--- config.mk ---
export PLATFORM = sky130hd
export DESIGN_NAME = axi_wr2stream
export DESIGN_NICKNAME = d
export VERILOG_FILES = /design/src/rtl/axi_wr2stream.sv
export SDC_FILE = /design/constraint.sdc
export NUM_CORES = 1
export LEC_CHECK = 0
export CORE_MARGIN = 3
export CORE_UTILIZATION = 38
export DETAILED_ROUTE_END_ITERATION = 8
export SKIP_LAST_GASP = 1
export SYNTH_ARGS = -nofsm -noshare
export SYNTH_HDL_FRONTEND = slang
export SYNTH_SLANG_ARGS = --single-unit
--- constraint.sdc ---
create_clock -name ACLK -period 9.3 [get_ports ACLK]
set_input_delay 1.395 -clock ACLK [delete_from_list [all_inputs] [get_ports ACLK]]
set_output_delay 1.395 -clock ACLK [all_outputs]
set_load 0.005 [all_outputs]
--- src/rtl/axi_wr2stream.sv ---
// AXI4 write-burst responder: accepts AW/W bursts, forwards in-window beats to a stream FIFO, answers one B per burst.
// Latency: a beat accepted at W on cycle N is visible on the stream at N+1 (first-word fall-through FIFO).
// Backpressure: WREADY drops while the FIFO is full (unless the burst is being dropped); TREADY low stalls the FIFO.
// Optional: define AXI_WR2STREAM_STAT_EN to add STAT_BURSTS/STAT_BEATS/STAT_ERRS saturating counters.
module axi_wr2stream #(
  parameter int                      AXI_WIDTH_ID = 4,
  parameter int                      AXI_WIDTH_AD = 32,
  parameter int                      AXI_WIDTH_DA = 32,
  parameter logic [AXI_WIDTH_AD-1:0] ADDR_BASE    = 'h0000_0000,
  parameter logic [AXI_WIDTH_AD-1:0] ADDR_SIZE    = 'h0000_1000,
  parameter int                      FIFO_DEPTH   = 16
) (
  input  logic                      ACLK,
  input  logic                      ARESET,
  input  logic [AXI_WIDTH_ID-1:0]   S_AWID,
  input  logic [AXI_WIDTH_AD-1:0]   S_AWADDR,
  input  logic [7:0]                S_AWLEN,
  input  logic [2:0]                S_AWSIZE,
  input  logic [1:0]                S_AWBURST,
  input  logic                      S_AWVALID,
  output logic                      S_AWREADY,
  input  logic [AXI_WIDTH_DA-1:0]   S_WDATA,
  input  logic [AXI_WIDTH_DA/8-1:0] S_WSTRB,
  input  logic                      S_WLAST,
  input  logic                      S_WVALID,
  output logic                      S_WREADY,
  output logic [AXI_WIDTH_ID-1:0]   S_BID,
  output logic [1:0]                S_BRESP,
  output logic                      S_BVALID,
  input  logic                      S_BREADY,
  output logic [AXI_WIDTH_DA-1:0]   M_TDATA,
  output logic [AXI_WIDTH_DA/8-1:0] M_TSTRB,
  output logic                      M_TLAST,
  output logic                      M_TVALID,
  input  logic                      M_TREADY
`ifdef AXI_WR2STREAM_STAT_EN
  ,
  output logic [31:0]               STAT_BURSTS,
  output logic [31:0]               STAT_BEATS,
  output logic [15:0]               STAT_ERRS
`endif
);

  localparam int STW      = AXI_WIDTH_DA / 8;
  localparam int EW       = AXI_WIDTH_DA + STW + 1;   // {data, strobe, last}
  localparam int PW       = $clog2(FIFO_DEPTH);
  localparam int CW       = PW + 1;
  localparam int SUMW     = AXI_WIDTH_AD + 9;         // wide enough that base+burst bytes never wraps
  localparam int SIZE_LOG = $clog2(STW);
  localparam logic [CW-1:0]   DEPTH_C = CW'(FIFO_DEPTH);
  localparam logic [SUMW-1:0] WIN_HI  = SUMW'(ADDR_BASE) + SUMW'(ADDR_SIZE);

  typedef enum logic [1:0] {IDLE, DATA, RESP} state_e;

  state_e                  state_q, state_d;
  logic [AXI_WIDTH_ID-1:0] id_q, id_d;
  logic [7:0]              len_q, len_d;
  logic [7:0]              cnt_q, cnt_d;
  logic                    drop_q, drop_d;
  logic                    err_q, err_d;

  logic [EW-1:0]           mem_q [FIFO_DEPTH];
  logic [PW-1:0]           wptr_q, rptr_q;
  logic [CW-1:0]           count_q;
  logic                    fifo_full, fifo_empty;
  logic                    push, pop;
  logic [EW-1:0]           push_dat, rd_dat;

  logic [SUMW-1:0]         aw_end;
  logic                    aw_drop, aw_err;
  logic                    w_last;
  logic                    unused_awburst;

  // Burst type is irrelevant here: beats are streamed in arrival order.
  assign unused_awburst = ^S_AWBURST;

  // Address window and beat-size checks evaluated on the AW request.
  always_comb begin
    aw_end  = SUMW'(S_AWADDR) + ((SUMW'(S_AWLEN) + SUMW'(1)) << S_AWSIZE);
    aw_drop = (S_AWADDR < ADDR_BASE) || (aw_end > WIN_HI);
    aw_err  = (S_AWSIZE != 3'(SIZE_LOG));
  end

  assign w_last     = (cnt_q == len_q);
  assign fifo_full  = (count_q == DEPTH_C);
  assign fifo_empty = (count_q == '0);
  assign push_dat   = {S_WDATA, S_WSTRB, w_last};

  // Burst FSM next state and handshake outputs.
  always_comb begin
    state_d   = state_q;
    id_d      = id_q;
    len_d     = len_q;
    cnt_d     = cnt_q;
    drop_d    = drop_q;
    err_d     = err_q;
    S_AWREADY = 1'b0;
    S_WREADY  = 1'b0;
    S_BVALID  = 1'b0;
    push      = 1'b0;
    case (state_q)
      IDLE: begin
        S_AWREADY = 1'b1;
        if (S_AWVALID) begin
          id_d    = S_AWID;
          len_d   = S_AWLEN;
          cnt_d   = '0;
          drop_d  = aw_drop;
          err_d   = aw_err;
          state_d = DATA;
        end
      end
      DATA: begin
        // Dropped bursts are sunk at full rate; kept bursts wait for FIFO room.
        S_WREADY = drop_q | ~fifo_full;
        if (S_WVALID && S_WREADY) begin
          push  = ~drop_q;
          cnt_d = cnt_q + 8'd1;
          if (S_WLAST != w_last) err_d = 1'b1;
          if (w_last) state_d = RESP;
        end
      end
      RESP: begin
        S_BVALID = 1'b1;
        if (S_BREADY) state_d = IDLE;
      end
      default: state_d = IDLE;
    endcase
  end

  assign S_BID   = id_q;
  assign S_BRESP = drop_q ? 2'b11 : (err_q ? 2'b10 : 2'b00);

  // Burst FSM state and captured request fields.
  always_ff @(posedge ACLK or posedge ARESET) begin
    if (ARESET) begin
      state_q <= IDLE;
      id_q    <= '0;
      len_q   <= '0;
      cnt_q   <= '0;
      drop_q  <= 1'b0;
      err_q   <= 1'b0;
    end else begin
      state_q <= state_d;
      id_q    <= id_d;
      len_q   <= len_d;
      cnt_q   <= cnt_d;
      drop_q  <= drop_d;
      err_q   <= err_d;
    end
  end

  assign pop      = M_TVALID & M_TREADY;
  assign rd_dat   = mem_q[rptr_q];
  assign M_TVALID = ~fifo_empty;
  assign M_TDATA  = rd_dat[EW-1 -: AXI_WIDTH_DA];
  assign M_TSTRB  = rd_dat[STW:1];
  assign M_TLAST  = rd_dat[0] & ~fifo_empty;

  // FIFO pointers and occupancy; push and pop together leave the count unchanged.
  always_ff @(posedge ACLK or posedge ARESET) begin
    if (ARESET) begin
      wptr_q  <= '0;
      rptr_q  <= '0;
      count_q <= '0;
    end else begin
      if (push) wptr_q <= wptr_q + PW'(1);
      if (pop)  rptr_q <= rptr_q + PW'(1);
      case ({push, pop})
        2'b10:   count_q <= count_q + CW'(1);
        2'b01:   count_q <= count_q - CW'(1);
        default: count_q <= count_q;
      endcase
    end
  end

  // FIFO storage; contents are don't-care while the count says empty.
  always_ff @(posedge ACLK) begin
    if (push) mem_q[wptr_q] <= push_dat;
  end

`ifdef AXI_WR2STREAM_STAT_EN
  logic [31:0] bursts_q, beats_q;
  logic [15:0] errs_q;
  logic        b_hs;

  assign b_hs = S_BVALID & S_BREADY;

  // Saturating activity counters.
  always_ff @(posedge ACLK or posedge ARESET) begin
    if (ARESET) begin
      bursts_q <= '0;
      beats_q  <= '0;
      errs_q   <= '0;
    end else begin
      if (b_hs && !(&bursts_q))                       bursts_q <= bursts_q + 32'd1;
      if (push && !(&beats_q))                        beats_q  <= beats_q + 32'd1;
      if (b_hs && (S_BRESP != 2'b00) && !(&errs_q))   errs_q   <= errs_q + 16'd1;
    end
  end

  assign STAT_BURSTS = bursts_q;
  assign STAT_BEATS  = beats_q;
  assign STAT_ERRS   = errs_q;
`endif

endmodule

; Word-level counts from Yosys, hierarchy flattened
; Memories as Yosys holds them, arrays and structs flattened.
; Index checks and enable logic that the tools add are counted.
[op_classes]
bitwise_logic = 6
n_shift = 1
magnitude_cmp = 2
reduce_logical = 10
n_mux = 22
n_eq_ne = 13
add_sub_neg = 7
[ops]
columns = cell, n
row1 = $add 32x41->41, 1
row2 = $gt 41x13->1 const B, 1
row3 = $shl 9x3->41, 1
row4 = $lt 32x1->1 const B, 1
row5 = $mux 8, 2
row6 = $pmux 8 s2, 1
row7 = $mux 2, 6
row8 = $mux 1, 10
row9 = $ne 2x2->1 const B, 5
row10 = $pmux 5 s2, 1
row11 = $add 8x1->9 const B, 1
row12 = $add 4x1->4 const B, 2
row13 = $add 8x1->8 const B, 1
row14 = $eq 8x8->1, 1
row15 = $reduce_and 4->1, 2
row16 = $pmux 2 s3, 1
row17 = $add 5x1->5 const B, 1
row18 = $eq 5x5->1 const B, 1
row19 = $logic_not 5->1, 1
row20 = $sub 5x1->5 const B, 1
row21 = $eq 2x1->1 const B, 2
row22 = $eq 2x2->1 const B, 2
row23 = $reduce_bool 2->1, 2
row24 = $ne 3x2->1 const B, 1
row25 = other kinds (10), 13
[totals]
reg_bits = 37
input_bits = 92
ram_bits = 592
memories = 1
[mem_list]
columns = memory, depth, width, read_ports, rd_clocked_by_memory_dff, write_ports, line
row1 = mem_q, 16, 37, 1, 0, 1, 62  ; logic [EW-1:0] mem_q [FIFO_DEPTH];

; Longest topological paths before layout
; Gate-level depths: netlist (run 1).
[depth]
ltp_word = 8
depth_mapped = 21
depth_no_buf = 20

; Worst setup path after synthesis (run 1)
; OpenSTA, ideal clock, no wires.
[synth_path]
path_type = input -> register
from = in S_WVALID
to = mem mem_q[3][0] in the netlist's numbering (enable)
setup_slack_ns = 3.267
path_buffers = 0
required_time_ns = 8.776
arrival_ns = 5.509
cell_stages = 4
path_cell_list = nand3_1 nor2_1 inv_1 nor4_1
[synth_via]
elab_chain_len = 5
[synth_lines]
columns = element, line
row1 = start: declaration, 25  ; input logic S_WVALID,
row2 = $logic_and 1x1->1, 116  ; if (S_WVALID && S_WREADY) begin
row3 = $mux 1, 116
row4 = $mux 1, 101  ; case (state_q)
row5 = $mux 1, 179  ; if (push) mem_q[wptr_q] <= push_dat;
row6 = $mux 1 (not written as such), 179
row7 = end: declaration, 62
; Every way passes these cells.

; Worst setup path in the final report (run 1)
[layout_path]
from = reg rptr_q[0]
to = out M_TLAST
[layout_via]
elab_chain_len = 2
[layout_lines]
columns = element, line
row1 = start: declaration, 63  ; logic [PW-1:0] wptr_q, rptr_q;
row2 = start signal: assignment, 168  ; if (pop) rptr_q <= rptr_q + PW'(1);
row3 = $mem_v2 16x37, --
row4 = $and 1x1->1, 158  ; assign M_TLAST = rd_dat[0] & ~fifo_empty;
row5 = end: declaration, 33  ; output logic M_TLAST,
; Every way passes these cells.

==> results of run 1 <==
==> worst reg2reg max path, stage by stage, from the launching register on <==
cell,delay (ps)
dfrtp_1,430
nor2b_1,410
nand3_1,150
nor2_1,510
nand2_1,280
nor3_2,1000
buf_4,660
==> layout by cell type (no fill, tap or decap), types with 15 or more instances in the layout <==
master,netlist,layout
clkbuf_16,0,70
nand2_1,42,42
buf_4,2,25
clkdlybuf4s50_1,0,136
edfxtp_1,592,592
xnor2_1,20,20
o21ai_0,30,30
xor2_1,23,23
mux2_2,16,16
nand4_1,22,22
mux4_2,185,185
ha_1,27,27
inv_1,27,27
a21oi_1,27,27
nand3_1,15,15
nor2_1,43,39
dfrtp_1,37,33
==> metrics by stage <==
stage	util (%)	hold WS, ps
3_5_place_dp	42.2	465
4_1_cts	45.4	474
3_3_place_gp	42.2	468
6_report	45.4	476
5_1_grt	45.4	488
2_1_floorplan	-	446
==> state kept, by name (all words and copies together), names as in the netlist <==
name     flops
err_q        1
mem_q      592
drop_q       1
wptr_q       4
rptr_q       4
cnt_q        8
S_BID        4
state_q      2
count_q      5
len_q        8
==> metal layers <==
metal / up-vias / routed length, um / part of all wire [%] / GRT usage, %
li1: 5745 / - / - / -
met1: 6947 / 23800 / 42 / 21.5
met2: 342 / 28800 / 51 / 27.6
met3: 72 / 3250 / 5.7 / 3.07
met4: 2 / 979 / 1.7 / 4.30
met5: - / 7 / 0.012 / 0
==> worst paths after layout <==
kind | start | endpoint | cells past startpoint
setup / recovery | rptr_q[0]$_DFFE_PP0P_ | M_TLAST | 5
min in group asynchronous | ARESET | S_BID[2]$_DFFE_PP0P_ | 3
hold reg to reg | state_q[1]$_DFFE_PP0P_ | state_q[0]$_DFFE_PP0P_ | 1
hold / removal | state_q[1]$_DFFE_PP0P_ | state_q[0]$_DFFE_PP0P_ | 1
max in group asynchronous | ARESET | rptr_q[2]$_DFFE_PP0P_ | 3
setup reg to reg | state_q[0]$_DFFE_PP0P_ | mem_q[4][2]$_DFFE_PP_ | 6
==> area by class of cell <==
| class | count | area, sq um |
|---|---|---|
| flip-flops and latches | 629 | 18700 |
| well taps | 873 | 1090 |
| diodes | 3 | 7.51 |
| repair buffers | 162 | 1570 |
| multi-input cells | 585 | 6990 |
| inverters | 27 | 101 |
| fillers | 5723 | 36900 |
| clock inverters | 36 | 359 |
| clock buffers | 84 | 1800 |
==> power by group through the flow <==
stage	sequential, mW	clock [mW]	combinational (mW)
5_1_grt	3.57	2.78	2.41
3_5_place_dp	3.60	0	2.27
2_1_floorplan	3.36	0	1.60
4_1_cts	3.55	2.67	2.29
6_report	3.53	2.60	2.23
3_3_place_gp	3.60	0	2.26
==> kinds of logic (layout without fill, tap and decap cells) <==
family	count (synthesis)	after routing	synth area share, %
flops	629	629	71.9
mux	214	214	17.2
simple gates	189	189	3.67
compound gates	110	110	2.76
buf+inv	93	309	1.52
xor+xnor	43	43	1.45
fa+ha+maj	29	29	1.45
other cells	0	3	0
==> results.toml, run 1 <==
[outcome]
outcome = "finished clean"

[global_routing]
grt_first_pass_wirelength_um = 86200
grt_max_degree = 69
grt_pass1_vias = 13802
track_usage_pct = 16.2
grt_overflow = 0
antenna_found_initial = 2

[floorplanning]
initial_core_util_pct = 38.5
die_y_um = 268
core_sq_um = 67500
die_w_um = 268
die_area_sq_um = 71600
row_count = 95
io_pins = 139

[detailed_routing]
first_pass_iters = 5
routed-via-count = 13108
drc = 0
wl_um = 56800
drt_iter0_drc = 1033
via_per_inst = 5.46
wl_per_cell_um = 23.7
ant_nets = 0

[worst_setup_path]
worst_setup_path_end_kind = "output port"
crit_required_ps = 7910
crit_chain = "buf_4 -> mux4_2 -> mux4_2 -> and2_1 -> clkdlybuf4s50_1"
r2r_slack_ps = 5470
path_class = "reg2out"
max_stage_delay_ps = 1070
cp.arrival_ps = 4310
path_buf_inv = 2
crit_top_cell = "mux4_2"
crit_slowest_cell = "dfrtp_4"
path_delay_family = "buffers and inverters"
start_kind = "flop"
path_max_fanout = 46

[yosys]
ys_seq_area_share_pct = 71.9
syn_area_sq_um = 26000
yosys_warnings = 0
ys.flop_type = "edfxtp_1"
ys_types = 65
ys_ff_latch = 629
synth_top_area_share_pct = 68.4
synth_edf_count = 592
synth_common_cells = "edfxtp_1, mux4_2, clkbuf_1, nor2_1, nand2_1"
syn_nets = 1428
syn_area_per_cell_sq_um = 19.9
synthMostInstantiatedCell = "edfxtp_1"
yosys.area.top_type = "edfxtp_1"
syn_inst = 1307
synthArstFlopShare_pct = 5.88
synthTopCellsByArea = "edfxtp_1, mux4_2, dfrtp_1, ha_1, xor2_1"

[sta]
tns_ps = 0
fmax_mhz = 175
rsz0062_at_grt = "no"
hold_viol = 0
timing.final.ws_setup_ps = 3590
setup_violations = 0
worst_pin_slew_ps = 1270
relSlewSlack_pct = 14.8
period_share_pct = 61.4
fin_crit_ps = 5710
finClkSkew_ps = 26.3
drv_slew = 0

[run]
drv_cap = 0

[clock_tree]
cts-root-buf = "clkbuf_16"
cts-buffers-inserted = 67
cts_resized = 0
post_cts_buffers = 0
clock_latency_ps = 600
cts.sinks = 629
cts_tree = "yes"
cts.reportedPaths.clkPinSlew_ps = 60
clockBufferDepth = 3
htree_levels = 3
ctsHoldBuffers = 0

[placed_design]
gp_congestion = 0.801
postPlaceCellArea_sq_um = 28500
hpwlAfterDp_um = 31000
preCtsSetupSlack_ps = 3120
portBuffers = 136
dp.cells = 2276

[layout]
area_growth_pct = 17.8
final_layout_size_suffix_gt1_share_pct = 23.2
nets = 1593
final_area_sq_um = 30600
instances_no_fill = 2399

[pwr]
seq_power_share_pct = 42.2
clockPowerShare_pct = 31.1
p_leak_nw = 9.89
power_frac_comb_pct = 26.6
swShare_pct = 26.8
report.power.total_mw = 8.36
power.internal_mw = 6.12
ir_drop_uv = 185
switchingPower_mw = 2.24
power_density_nw_per_um2 = 273

[hold_path]
hold_path_class = "reg2reg"
Power figures use the tool's default switching activity.
==> run 2: changes to the inputs <==
==> constraint.sdc (replaced) <==
create_clock -name ACLK -period 5.6 [get_ports ACLK]
set_input_delay 0.84 -clock ACLK [delete_from_list [all_inputs] [get_ports ACLK]]
set_output_delay 0.84 -clock ACLK [all_outputs]
set_load 0.005 [all_outputs]
==> run 2 against run 1 <==
  * Non-clock buffer count rose by 15
  * Die area did not move
  * First-iteration DRC count fell by 7.8%
  * Sequential share of layout area fell by 0.22 points
  * Critical endpoint is now drop_q$_DFFE_PP0P_
  * Clock-buffer cell count fell by 3
  * Final area rose by 0.36%
  * Critical path depth rose by 15
==> results.toml, run 2 (same netlist as run 1, synthesis figures left out) <==
[clock_tree]
cts_resized = 0
clock_latency_ps = 590
cts.sinks = 629
ctsHoldBuffers = 0
cts_tree = "yes"
htree_levels = 3
clockBufferDepth = 3
post_cts_buffers = 0
cts-root-buf = "clkbuf_16"
cts-buffers-inserted = 67
cts.reportedPaths.clkPinSlew_ps = 60

[floorplanning]
die_y_um = 268
row_count = 95
core_sq_um = 67500
die_w_um = 268
io_pins = 139
initial_core_util_pct = 38.5
die_area_sq_um = 71600

[outcome]
outcome = "finished clean"

[layout]
mostFrequentLayoutCell = "edfxtp_1"
largest_reg_flops = 592
regArea_sq_um = 18700
multi_input_area_sq_um = 6990
num-fill-cells = 5694
nets = 1608
mostFrequentLayoutCells = "edfxtp_1, mux4_2, clkdlybuf4s50_1"
regMostFlops = "mem_q"
largest_registers = "mem_q: 592 flops, cnt_q: 8 flops, len_q: 8 flops"
instances_no_fill = 2412
final_layout_size_suffix_gt1_share_pct = 23.8
area_growth_pct = 18.2

[placed_design]
gp_congestion = 0.823
portBuffers = 136
hpwlAfterDp_um = 31900
dp.cells = 2291

[worst_setup_path]
r2r_start = "state_q[0]$_DFFE_PP0P_"
start_kind = "input pin"
r2r_end = "mem_q[10][2]$_DFFE_PP_"
crit_slowest_cell = "clkdlybuf4s50_1"
path_max_fanout = 5
path_delay_family = "simple AND/OR/NAND/NOR gates"
crit_required_ps = 6050
ff2ff_path_depth = 6
path_buf_inv = 2
r2r_slack_ps = 2020
max_stage_delay_ps = 550
cp.arrival_ps = 5250
path_class = "in2reg"
worst_setup_path_end_kind = "flop"
crit_chain = "clkdlybuf4s50_1 -> ha_1 -> nand2_1 -> nor2_1 -> and2_1 -> o22ai_1 -> nand2_1 -> nand2_1 -> mux2_2 -> mux2i_1 -> ha_1 -> inv_1 -> nand2_1 -> o221ai_1 -> or4b_1 -> a311o_1 -> or4_1 -> o41ai_2 -> and4_1 -> a31oi_1"
cp.depth = 20
crit_top_cell = "nand2_1"

[sta]
finClkSkew_ps = 29.5
period_share_pct = 85.8
tns_ps = 0
fmax_mhz = 208
hold_viol = 0
worst_pin_slew_ps = 1050
drv_slew = 0
fin_crit_ps = 4800
rsz0062_at_grt = "no"
relSlewSlack_pct = 29.9
setup_violations = 0

[pwr]
ir_drop_uv = 224
p_leak_nw = 9.95
power_density_nw_per_um2 = 450

[detailed_routing]
first_pass_iters = 4
ant_nets = 0
wl_um = 56600
routed-via-count = 13053
wl_per_cell_um = 23.5
via_per_inst = 5.41
drt_iter0_drc = 952
drc = 0

[global_routing]
antenna_found_initial = 3
grt_first_pass_wirelength_um = 85800
track_usage_pct = 16.1
grt_pass1_vias = 13842
grt_overflow = 0
grt_max_degree = 57

[hold_path]
min_path_cells = 1
min_to = "state_q[0]$_DFFE_PP0P_"
min_from = "state_q[1]$_DFFE_PP0P_"
hold_path_class = "reg2reg"

[run]
drv_cap = 0
[run 2: through the flow]
step | hold WS [ps] | utilization [%] | total power [mW] | worst slack [ps] | area [sq um]
final | 458 | 45.5 | 13.8 | 796 | 30700
after global routing | 496 | 45.5 | 14.5 | 446 | 30700
after CTS | 457 | 45.5 | 14.1 | 802 | 30700
after detailed placement | 478 | 42.4 | 9.82 | 212 | 28600
after global placement | 466 | 42.4 | 9.78 | 183 | 28600
after floorplan | 446 | - | 8.23 | 122 | 26000
[run 2: worst max-delay path by stage]
stage / start / end
6_report: S_AWLEN[1] / drop_q$_DFFE_PP0P_
5_1_grt: S_AWLEN[1] / drop_q$_DFFE_PP0P_
4_1_cts: S_AWLEN[1] / drop_q$_DFFE_PP0P_
3_5_place_dp: S_AWLEN[1] / drop_q$_DFFE_PP0P_
3_3_place_gp: S_AWLEN[1] / drop_q$_DFFE_PP0P_
2_1_floorplan: S_WVALID / mem_q[3][0]$_DFFE_PP_
[run 2: cell type report]
| cell class | instances | share of cell area (%) |
|---|---|---|
| Clock buffer | 81 | 5.90 |
| Antenna cell | 3 | 0.0244 |
| Clock inverter | 37 | 0.920 |
| Tap cell | 873 | 3.55 |
| Timing Repair Buffer | 177 | 5.67 |
| Sequential cell | 629 | 60.9 |
| Inverter | 27 | 0.330 |
| Multi-Input combinational cell | 585 | 22.7 |
[run 2: power by group]
| group | switching (mW) | total, mW | internal, mW |
|---|---|---|---|
| clock | 1.75 | 4.21 | 2.45 |
| sequential | 0.484 | 5.87 | 5.39 |
| combinational | 1.50 | 3.76 | 2.26 |
[run 2: per-layer routing]
metal	wire length [um]	vias to the layer above	global-route usage (%)
met5	11	-	0
met4	1160	2	4.92
met3	2660	77	2.77
met2	28100	299	26.9
met1	24700	6896	21.9
li1	-	5779	-
==> run 3: changes to the inputs <==
--- a/config.mk
+++ b/config.mk
@@ -5,6 +5,7 @@
 export SDC_FILE = /design/constraint.sdc
 export NUM_CORES = 1
 export LEC_CHECK = 0
+export CAP_MARGIN = 20
 export CORE_MARGIN = 3
 export CORE_UTILIZATION = 38
 export DETAILED_ROUTE_END_ITERATION = 8
==> results of run 3 <==
No change in the layout: final DEF, timing and power equal those of run 2.
